$ cat config.mk
export PLATFORM = sky130hd
export DESIGN_NAME = data_mem_arbiter
export DESIGN_NICKNAME = d
export VERILOG_FILES = /design/src/rtl/data_mem_arbiter.sv
export SDC_FILE = /design/constraint.sdc
export NUM_CORES = 1
export LEC_CHECK = 0
export ABC_AREA = 1
export BUFFER_PORTS_ARGS = -buffer_cell sky130_fd_sc_hd__buf_2
export CORE_AREA = 2 2 227 229
export DETAILED_ROUTE_END_ITERATION = 7
export DIE_AREA = 0 0 229 231
export HOLD_SLACK_MARGIN = 0.05
export PLACE_DENSITY = 0.46
export SETUP_SLACK_MARGIN = 0.2
export SYNTH_ARGS = -nofsm -noshare
export SYNTH_HDL_FRONTEND = slang
export SYNTH_SLANG_ARGS = --single-unit
$ cat constraint.sdc
create_clock -name clock -period 2.9 [get_ports clock]
set_input_delay 0.58 -clock clock [delete_from_list [all_inputs] [get_ports clock]]
set_output_delay 0.58 -clock clock [all_outputs]
set_load 0.02 [all_outputs]
$ cat src/rtl/data_mem_arbiter.sv
// -----------------------------------------------------------------------------
// data_mem_arbiter
//
// Shares the single-port data memory between the pipeline MEM stage (CPU port)
// and a debug/loader port (DBG port). Each access owns the memory bus for
// MEM_LATENCY cycles after a one-cycle grant decision in IDLE. The CPU has
// priority. A starvation counter forces a DBG grant after STARVE_LIMIT
// consecutive CPU grants while dbg_req is pending.
//
// Ports:
//   clock, reset         system clock, synchronous active-high reset
//   cpu_read, cpu_write  MEM stage load/store request (level, held while stalled)
//   cpu_addr, cpu_wdata  CPU access address and store data
//   cpu_rdata            load data to MEM_WB (live in done cycle, held after)
//   cpu_stall            freezes PC, IF_ID, ID_EX, EX_MEM while access pending
//   dbg_req              debug request, held until dbg_ack
//   dbg_we               debug direction: 1 = write, 0 = read
//   dbg_addr, dbg_wdata  debug address and write data
//   dbg_rdata            debug read data, registered at completion
//   dbg_ack              one-cycle completion pulse
//   mem_en, mem_we       memory enable / write enable (registered)
//   mem_addr, mem_wdata  memory address / write data (registered, held stable)
//   mem_rdata            memory read data, valid in the final access cycle
// -----------------------------------------------------------------------------
module data_mem_arbiter #(
    parameter int DATA_WIDTH   = 64,
    parameter int MEM_LATENCY  = 2,
    parameter int STARVE_LIMIT = 4
) (
    input  logic                  clock,
    input  logic                  reset,
    input  logic                  cpu_read,
    input  logic                  cpu_write,
    input  logic [DATA_WIDTH-1:0] cpu_addr,
    input  logic [DATA_WIDTH-1:0] cpu_wdata,
    output logic [DATA_WIDTH-1:0] cpu_rdata,
    output logic                  cpu_stall,
    input  logic                  dbg_req,
    input  logic                  dbg_we,
    input  logic [DATA_WIDTH-1:0] dbg_addr,
    input  logic [DATA_WIDTH-1:0] dbg_wdata,
    output logic [DATA_WIDTH-1:0] dbg_rdata,
    output logic                  dbg_ack,
    output logic                  mem_en,
    output logic                  mem_we,
    output logic [DATA_WIDTH-1:0] mem_addr,
    output logic [DATA_WIDTH-1:0] mem_wdata,
    input  logic [DATA_WIDTH-1:0] mem_rdata
);

    localparam int CNT_W = (MEM_LATENCY > 1) ? $clog2(MEM_LATENCY) : 1;
    localparam int STV_W = (STARVE_LIMIT > 0) ? $clog2(STARVE_LIMIT + 1) : 1;

    localparam logic [CNT_W-1:0] CNT_LOAD   = CNT_W'(MEM_LATENCY - 1);
    localparam logic [CNT_W-1:0] CNT_ZERO   = {CNT_W{1'b0}};
    localparam logic [CNT_W-1:0] CNT_ONE    = CNT_W'(1'b1);
    localparam logic [STV_W-1:0] STARVE_MAX = STV_W'(STARVE_LIMIT);
    localparam logic [STV_W-1:0] STV_ZERO   = {STV_W{1'b0}};
    localparam logic [STV_W-1:0] STV_ONE    = STV_W'(1'b1);
    localparam logic [DATA_WIDTH-1:0] DATA_ZERO = {DATA_WIDTH{1'b0}};

    typedef enum logic [1:0] {
        ST_IDLE    = 2'd0,
        ST_CPU_ACC = 2'd1,
        ST_DBG_ACC = 2'd2
    } state_t;

    state_t                  state_r,      state_s;
    logic [CNT_W-1:0]        cnt_r,        cnt_s;
    logic [STV_W-1:0]        starve_cnt_r, starve_cnt_s;
    logic                    mem_en_r,     mem_en_s;
    logic                    mem_we_r,     mem_we_s;
    logic [DATA_WIDTH-1:0]   mem_addr_r,   mem_addr_s;
    logic [DATA_WIDTH-1:0]   mem_wdata_r,  mem_wdata_s;
    logic [DATA_WIDTH-1:0]   cpu_rdata_r,  cpu_rdata_s;
    logic [DATA_WIDTH-1:0]   dbg_rdata_r,  dbg_rdata_s;
    logic                    dbg_ack_r,    dbg_ack_s;

    logic                    cpu_req_s;
    logic                    acc_done_s;
    logic                    cpu_done_s;
    logic                    grant_cpu_s;
    logic                    grant_dbg_s;

    // Request decode and access-completion flags.
    always_comb begin
        cpu_req_s  = cpu_read | cpu_write;
        acc_done_s = (cnt_r == CNT_ZERO);
        cpu_done_s = (state_r == ST_CPU_ACC) && acc_done_s;
    end

    // Grant decision; only taken in IDLE. A starved DBG beats the CPU.
    always_comb begin
        grant_cpu_s = 1'b0;
        grant_dbg_s = 1'b0;
        if (state_r == ST_IDLE) begin
            if (dbg_req && (starve_cnt_r == STARVE_MAX)) begin
                grant_dbg_s = 1'b1;
            end else if (cpu_req_s) begin
                grant_cpu_s = 1'b1;
            end else if (dbg_req) begin
                grant_dbg_s = 1'b1;
            end else begin
                grant_cpu_s = 1'b0;
                grant_dbg_s = 1'b0;
            end
        end else begin
            grant_cpu_s = 1'b0;
            grant_dbg_s = 1'b0;
        end
    end

    // Starvation counter: counts CPU wins against a waiting DBG, saturating.
    always_comb begin
        starve_cnt_s = starve_cnt_r;
        if (!dbg_req) begin
            starve_cnt_s = STV_ZERO;
        end else if (grant_dbg_s) begin
            starve_cnt_s = STV_ZERO;
        end else if (grant_cpu_s && (starve_cnt_r < STARVE_MAX)) begin
            starve_cnt_s = starve_cnt_r + STV_ONE;
        end else begin
            starve_cnt_s = starve_cnt_r;
        end
    end

    // Next-state logic and next values of every registered output.
    always_comb begin
        state_s     = state_r;
        cnt_s       = cnt_r;
        mem_en_s    = mem_en_r;
        mem_we_s    = mem_we_r;
        mem_addr_s  = mem_addr_r;
        mem_wdata_s = mem_wdata_r;
        cpu_rdata_s = cpu_rdata_r;
        dbg_rdata_s = dbg_rdata_r;
        dbg_ack_s   = 1'b0;

        case (state_r)
            ST_IDLE: begin
                if (grant_dbg_s) begin
                    state_s     = ST_DBG_ACC;
                    cnt_s       = CNT_LOAD;
                    mem_en_s    = 1'b1;
                    mem_we_s    = dbg_we;
                    mem_addr_s  = dbg_addr;
                    mem_wdata_s = dbg_wdata;
                end else if (grant_cpu_s) begin
                    // Read and write together is a store.
                    state_s     = ST_CPU_ACC;
                    cnt_s       = CNT_LOAD;
                    mem_en_s    = 1'b1;
                    mem_we_s    = cpu_write;
                    mem_addr_s  = cpu_addr;
                    mem_wdata_s = cpu_wdata;
                end else begin
                    mem_en_s = 1'b0;
                    mem_we_s = 1'b0;
                end
            end

            ST_CPU_ACC: begin
                if (acc_done_s) begin
                    state_s     = ST_IDLE;
                    mem_en_s    = 1'b0;
                    mem_we_s    = 1'b0;
                    cpu_rdata_s = mem_rdata;
                end else begin
                    cnt_s = cnt_r - CNT_ONE;
                end
            end

            ST_DBG_ACC: begin
                if (acc_done_s) begin
                    state_s   = ST_IDLE;
                    mem_en_s  = 1'b0;
                    mem_we_s  = 1'b0;
                    dbg_ack_s = 1'b1;
                    if (!mem_we_r) begin
                        dbg_rdata_s = mem_rdata;
                    end else begin
                        dbg_rdata_s = dbg_rdata_r;
                    end
                end else begin
                    cnt_s = cnt_r - CNT_ONE;
                end
            end

            default: begin
                state_s  = ST_IDLE;
                cnt_s    = CNT_ZERO;
                mem_en_s = 1'b0;
                mem_we_s = 1'b0;
            end
        endcase
    end

    // State and datapath registers with synchronous reset.
    always_ff @(posedge clock) begin
        if (reset) begin
            state_r      <= ST_IDLE;
            cnt_r        <= CNT_ZERO;
            starve_cnt_r <= STV_ZERO;
            mem_en_r     <= 1'b0;
            mem_we_r     <= 1'b0;
            mem_addr_r   <= DATA_ZERO;
            mem_wdata_r  <= DATA_ZERO;
            cpu_rdata_r  <= DATA_ZERO;
            dbg_rdata_r  <= DATA_ZERO;
            dbg_ack_r    <= 1'b0;
        end else begin
            state_r      <= state_s;
            cnt_r        <= cnt_s;
            starve_cnt_r <= starve_cnt_s;
            mem_en_r     <= mem_en_s;
            mem_we_r     <= mem_we_s;
            mem_addr_r   <= mem_addr_s;
            mem_wdata_r  <= mem_wdata_s;
            cpu_rdata_r  <= cpu_rdata_s;
            dbg_rdata_r  <= dbg_rdata_s;
            dbg_ack_r    <= dbg_ack_s;
        end
    end

    // The stall must drop in the done cycle so the pipeline advances on the
    // same edge that retires the access; it is suppressed during reset.
    assign cpu_stall = reset ? 1'b0 : (cpu_req_s & ~cpu_done_s);
    // Load data is forwarded live in the done cycle, then held.
    assign cpu_rdata = cpu_done_s ? mem_rdata : cpu_rdata_r;

    assign dbg_rdata = dbg_rdata_r;
    assign dbg_ack   = dbg_ack_r;
    assign mem_en    = mem_en_r;
    assign mem_we    = mem_we_r;
    assign mem_addr  = mem_addr_r;
    assign mem_wdata = mem_wdata_r;

endmodule

# Word level (Yosys, flattened, before mapping)
# Index checks and enable logic that the tools add are counted.
# W data, S select, Z words.
[word_totals]
ff_bits = 265
elab_cells = 66
output_inout_bits = 260
[classes]
bitwise_logic = 7
eq_ne = 5
n_lt_le_gt_ge = 1
n_addsub = 2
mux = 29
reduce_logical = 12
[op_table]
columns = ["cell", "count"]
rows = [
  ["$mux W64", 5],
  ["$mux W1", 17],
  ["$mux W2", 3],
  ["$pmux W1 S2", 3],
  ["$reduce_and A2 Y1", 3],
  ["$not A1 Y1", 5],
  ["$pmux W2 S2", 1],
  ["$reduce_or A2 Y1", 2],
  ["$add A3 B1 Y3 const B", 1],
  ["$eq A3 B3 Y1 const B", 1],
  ["$logic_and A1 B1 Y1", 3],
  ["$lt A3 B3 Y1 const B", 1],
  ["$ne A3 B3 Y1 const B", 1],
  ["$reduce_and A3 Y1", 1],
  ["$reduce_or A3 Y1", 1],
  ["$eq A2 B1 Y1 const B", 1],
  ["$eq A2 B2 Y1 const B", 1],
  ["$logic_not A2 Y1", 1],
  ["$ne A2 B2 Y1 const B", 1],
  ["$reduce_bool A2 Y1", 1],
  ["$and A1 B1 Y1", 1],
  ["$or A1 B1 Y1", 1],
  ["$sub A1 B1 Y1 const B", 1],
]

# Longest topological paths before layout
[logic_depth]
ltp_word = 7
depth_mapped = 10
depth_no_buf = 9

# Least setup slack after synthesis
# Ideal clock, no wire load.
[synth_path]
path_kind = "reg-to-output"
from = "register state_r[1]"
to = "output cpu_rdata[18]"
arrival_ns = 1.432
n_path_buf = 2
stages_incl_launch_ff = 10
slack_ns = 0.888
path_cell_list = "dfxtp_1 > inv_1 > ha_1 > inv_1 > nor2_1 > clkbuf_2 > clkbuf_1 > or2_2 > o21ai_0 > inv_1"
[synth_via]
elab_chain_cells = 3
[synth_rtl]
columns = ["element", "line_no", "text"]
rows = [
  ["from (decl)", "68", "state_t state_r, state_s;"],
  ["from (signal assigned)", "212", "state_r <= state_s;"],
  ["$eq A2 B1 Y1", "89", "cpu_done_s = (state_r == ST_CPU_ACC) && acc_done_s;"],
  ["$logic_and A1 B1 Y1", "89", ""],
  ["$mux W64", "229", "assign cpu_rdata = cpu_done_s ? mem_rdata : cpu_rdata_r;"],
  ["to (decl)", "36", "output logic [DATA_WIDTH-1:0] cpu_rdata,"],
]
# Every way passes these cells.

# Worst setup path in the final report
[layout_path]
from = "register state_r[1]"
to = "output cpu_rdata[48]"
# Same word-level chain as after synthesis.

==> impl_metrics.yaml <==
sta:
  maxSlewHeadroom: 0.324
  worstMarginPinSlew_ps: 1010
  rsz0062_at_grt: "yes"
  finalSetupTns_ps: 0
  fin_skew_ps: 7.69
  slew_viol_final: 0
  final.period_utilization: 0.950
  max_freq_ghz: 0.363
  final_hold_viol_count: 0
  period_needed_ps: 2750
  setup_viol: 0
cells_and_area:
  syn_to_final_growth_pct: 41.2
  layout_common_cells: "581 x buf_2, 329 x inv_1, 269 x nand2_1"
  final_area_mm2: 0.0170
  drive_above_1_share: 0.316
  fillers: 5664
  nNetsFinal: 2659
  final_common_cell: "buf_2"
yosys:
  synth_nets: 2129
  netlist_area_mm2: 0.0120
  synth_cell_types: 23
  avgSynthCellArea_um2: 6.69
  seq_area_frac_synth: 0.441
  yosysWarnings: 0
  synth-seq-cells: 265
  syn_inst: 1798
worst_setup_path:
  required_ps: 2320
  timing.rr.end: "mem_addr[58]"
  worst_r2r_path_depth: 9
  worstReg2RegStart: "starve_cnt_r[0]"
  cp_max_fo: 64
  rrSetupSlack_ps: 710
  cp-start-kind: "flip-flop"
  cp-end-kind: "primary output"
  crit_arrival_ps: 2170
  critPathKind: "reg2out"
  crit_start: "state_r[1]"
  crit_path_end: "cpu_rdata[48]"
placed_design:
  place_area_mm2: 0.0157
  gp_congestion: 0.871
  place_hpwl_um: 33400
  port_buffers: 585
power:
  p_leak_nw: 9.25
  p_total_mw: 11.2
  p_sw_mw: 3.52
  combPwrFrac: 0.239
  ir_drop_v: 0.000299
  internal_power_mw: 7.68
  swShare: 0.314
  p_per_area_mw_per_mm2: 659
  clkPwrFrac: 0.396
  seq_power_share: 0.365
floorplan:
  rows: 83
  core_area_mm2: 0.0507
  start_util: 0.238
  chipWidth_um: 229
  io_pins: 586
  dieHeight_um: 231
  die-area_mm2: 0.0529
clock_tree:
  ctsHoldBuffers: 0
  clk_pin_slew_ps: 60
  cts_tree: "yes"
  cts.sinks: 265
  cts_buffers: 34
  clk_latency_ps: 520
  cts.htree.levels: 2
  cts_root_buffer: "clkbuf_16"
  cts_buffer_depth: 3
route:
  wl_per_cell_um: 15.8
  route.detailed.drc: 0
  num_vias: 13100
  vias_per_cell: 4.30
  drt_pass1_iterations: 5
  first_iter_violations: 562
  final_antenna_net_count: 0
  drt_wl_total_um: 47900
run:
  max-cap-violations: 0
global_routing:
  grt_max_degree: 126
  grtUsageMet2: 0.299
  grt.overflow.total: 0
  use_met1: 0.201
  grt_util_met3: 0.0410
  grt.busiest_layer: "met2"
  antenna_found_initial: 9
  grt_pass1_vias: 12900
  grt_usage: 0.171
  grt_pass1_wl_um: 72000
worst_hold_path:
  worstHoldPathType: "in2reg"
status:
  status: "complete, no violations"
-- final cells by class --
cell class,instances,area (µm²),area share
tap,680,851,0.0500
clock buffer,50,1050,0.0620
timing repair buffer,620,3390,0.200
multi-input combinational,1073,5000,0.294
clock inverter,9,124,0.00729
sequential,265,5310,0.312
antenna,7,17.5,0.00103
inverter,334,1250,0.0737
-- power groups by stage --
stage	sequential (mW)	clock [mW]	combinational (mW)
6_report	4.09	4.43	2.68
5_1_grt	4.12	4.72	2.95
4_1_cts	4.09	4.60	2.64
3_5_place_dp	4.16	0	2.63
3_3_place_gp	4.15	0	2.63
2_1_floorplan	4.41	0	1.32
-- state kept, by name, indices dropped and copies added, names as in the netlist --
| register | cells |
|---|---|
| dbg_rdata | 64 |
| mem_addr | 64 |
| mem_wdata | 64 |
| starve_cnt_r | 3 |
| mem_we | 1 |
| dbg_ack | 1 |
| cnt_r | 1 |
| state_r | 2 |
| mem_en | 1 |
| cpu_rdata_r | 64 |
-- cell usage after synthesis, drive strengths merged --
master,n,area (µm²)
buf,40,219
clkbuf,86,338
nor3,1,5.00
or2,64,400
nor2,202,758
a21oi,135,676
o21ai,259,1300
ha,5,62.6
inv,333,1250
nand3,136,691
dfxtp,265,5310
nand2,271,1020
clkinv,1,3.75
-- logic make-up (layout without fill, tap and decap cells) --
group,count (synthesis),count (layout),share of synthesized area
other,0,7,0
AOI/OAI and AO/OA,394,394,0.164
adders and majority gates,5,5,0.00520
buffers and inverters,460,1013,0.150
DFF,265,265,0.441
and+or+nand+nor,674,674,0.239
-- critical path, cell delays in order (launching register included) --
cell	delay [ps]
dfxtp_2	330
inv_2	90
ha_4	130
inv_2	30
nor2_4	130
clkinv_1	120
buf_12	190
o21ai_0	310
inv_1	70
buf_2	160
-- repair_timing --
item,4_1_cts,5_1_grt
resized for setup,1,40
endpoints found under the hold margin,0,0
setup endpoints to repair,64,64
setup buffers,0,4
cloned,0,3
-- worst min path at each step --
| stage | startpoint | end | slack (ps) | depth (start not counted) |
|---|---|---|---|---|
| 4_1_cts | mem_rdata[30] | dbg_rdata[30] | 270 | 3 |
| 6_report | mem_rdata[62] | dbg_rdata[62] | 320 | 3 |
| 3_3_place_gp | mem_wdata[62] | mem_wdata[62] | 450 | 2 |
| 2_1_floorplan | cnt_r | dbg_ack | 440 | 1 |
| 5_1_grt | mem_rdata[45] | dbg_rdata[45] | 310 | 3 |
| 3_5_place_dp | mem_wdata[6] | mem_wdata[6] | 450 | 2 |
-- per-stage QoR --
step	worst slack (ps)	std cells	utilization	hold WS [ps]
4_1_cts	80.0	3024	0.332	275
6_report	145	3038	0.335	319
2_1_floorplan	888	1798	-	438
3_5_place_dp	582	2965	0.309	452
3_3_place_gp	574	2965	0.309	450
5_1_grt	78.1	3038	0.335	310
-- metal layers --
metal,share of wire,vias up
li1,-,6602
met5,0.00023,-
met3,0.065,87
met1,0.41,5969
met2,0.49,412
met4,0.030,2
No activity file was read; power rests on OpenSTA's default activity.
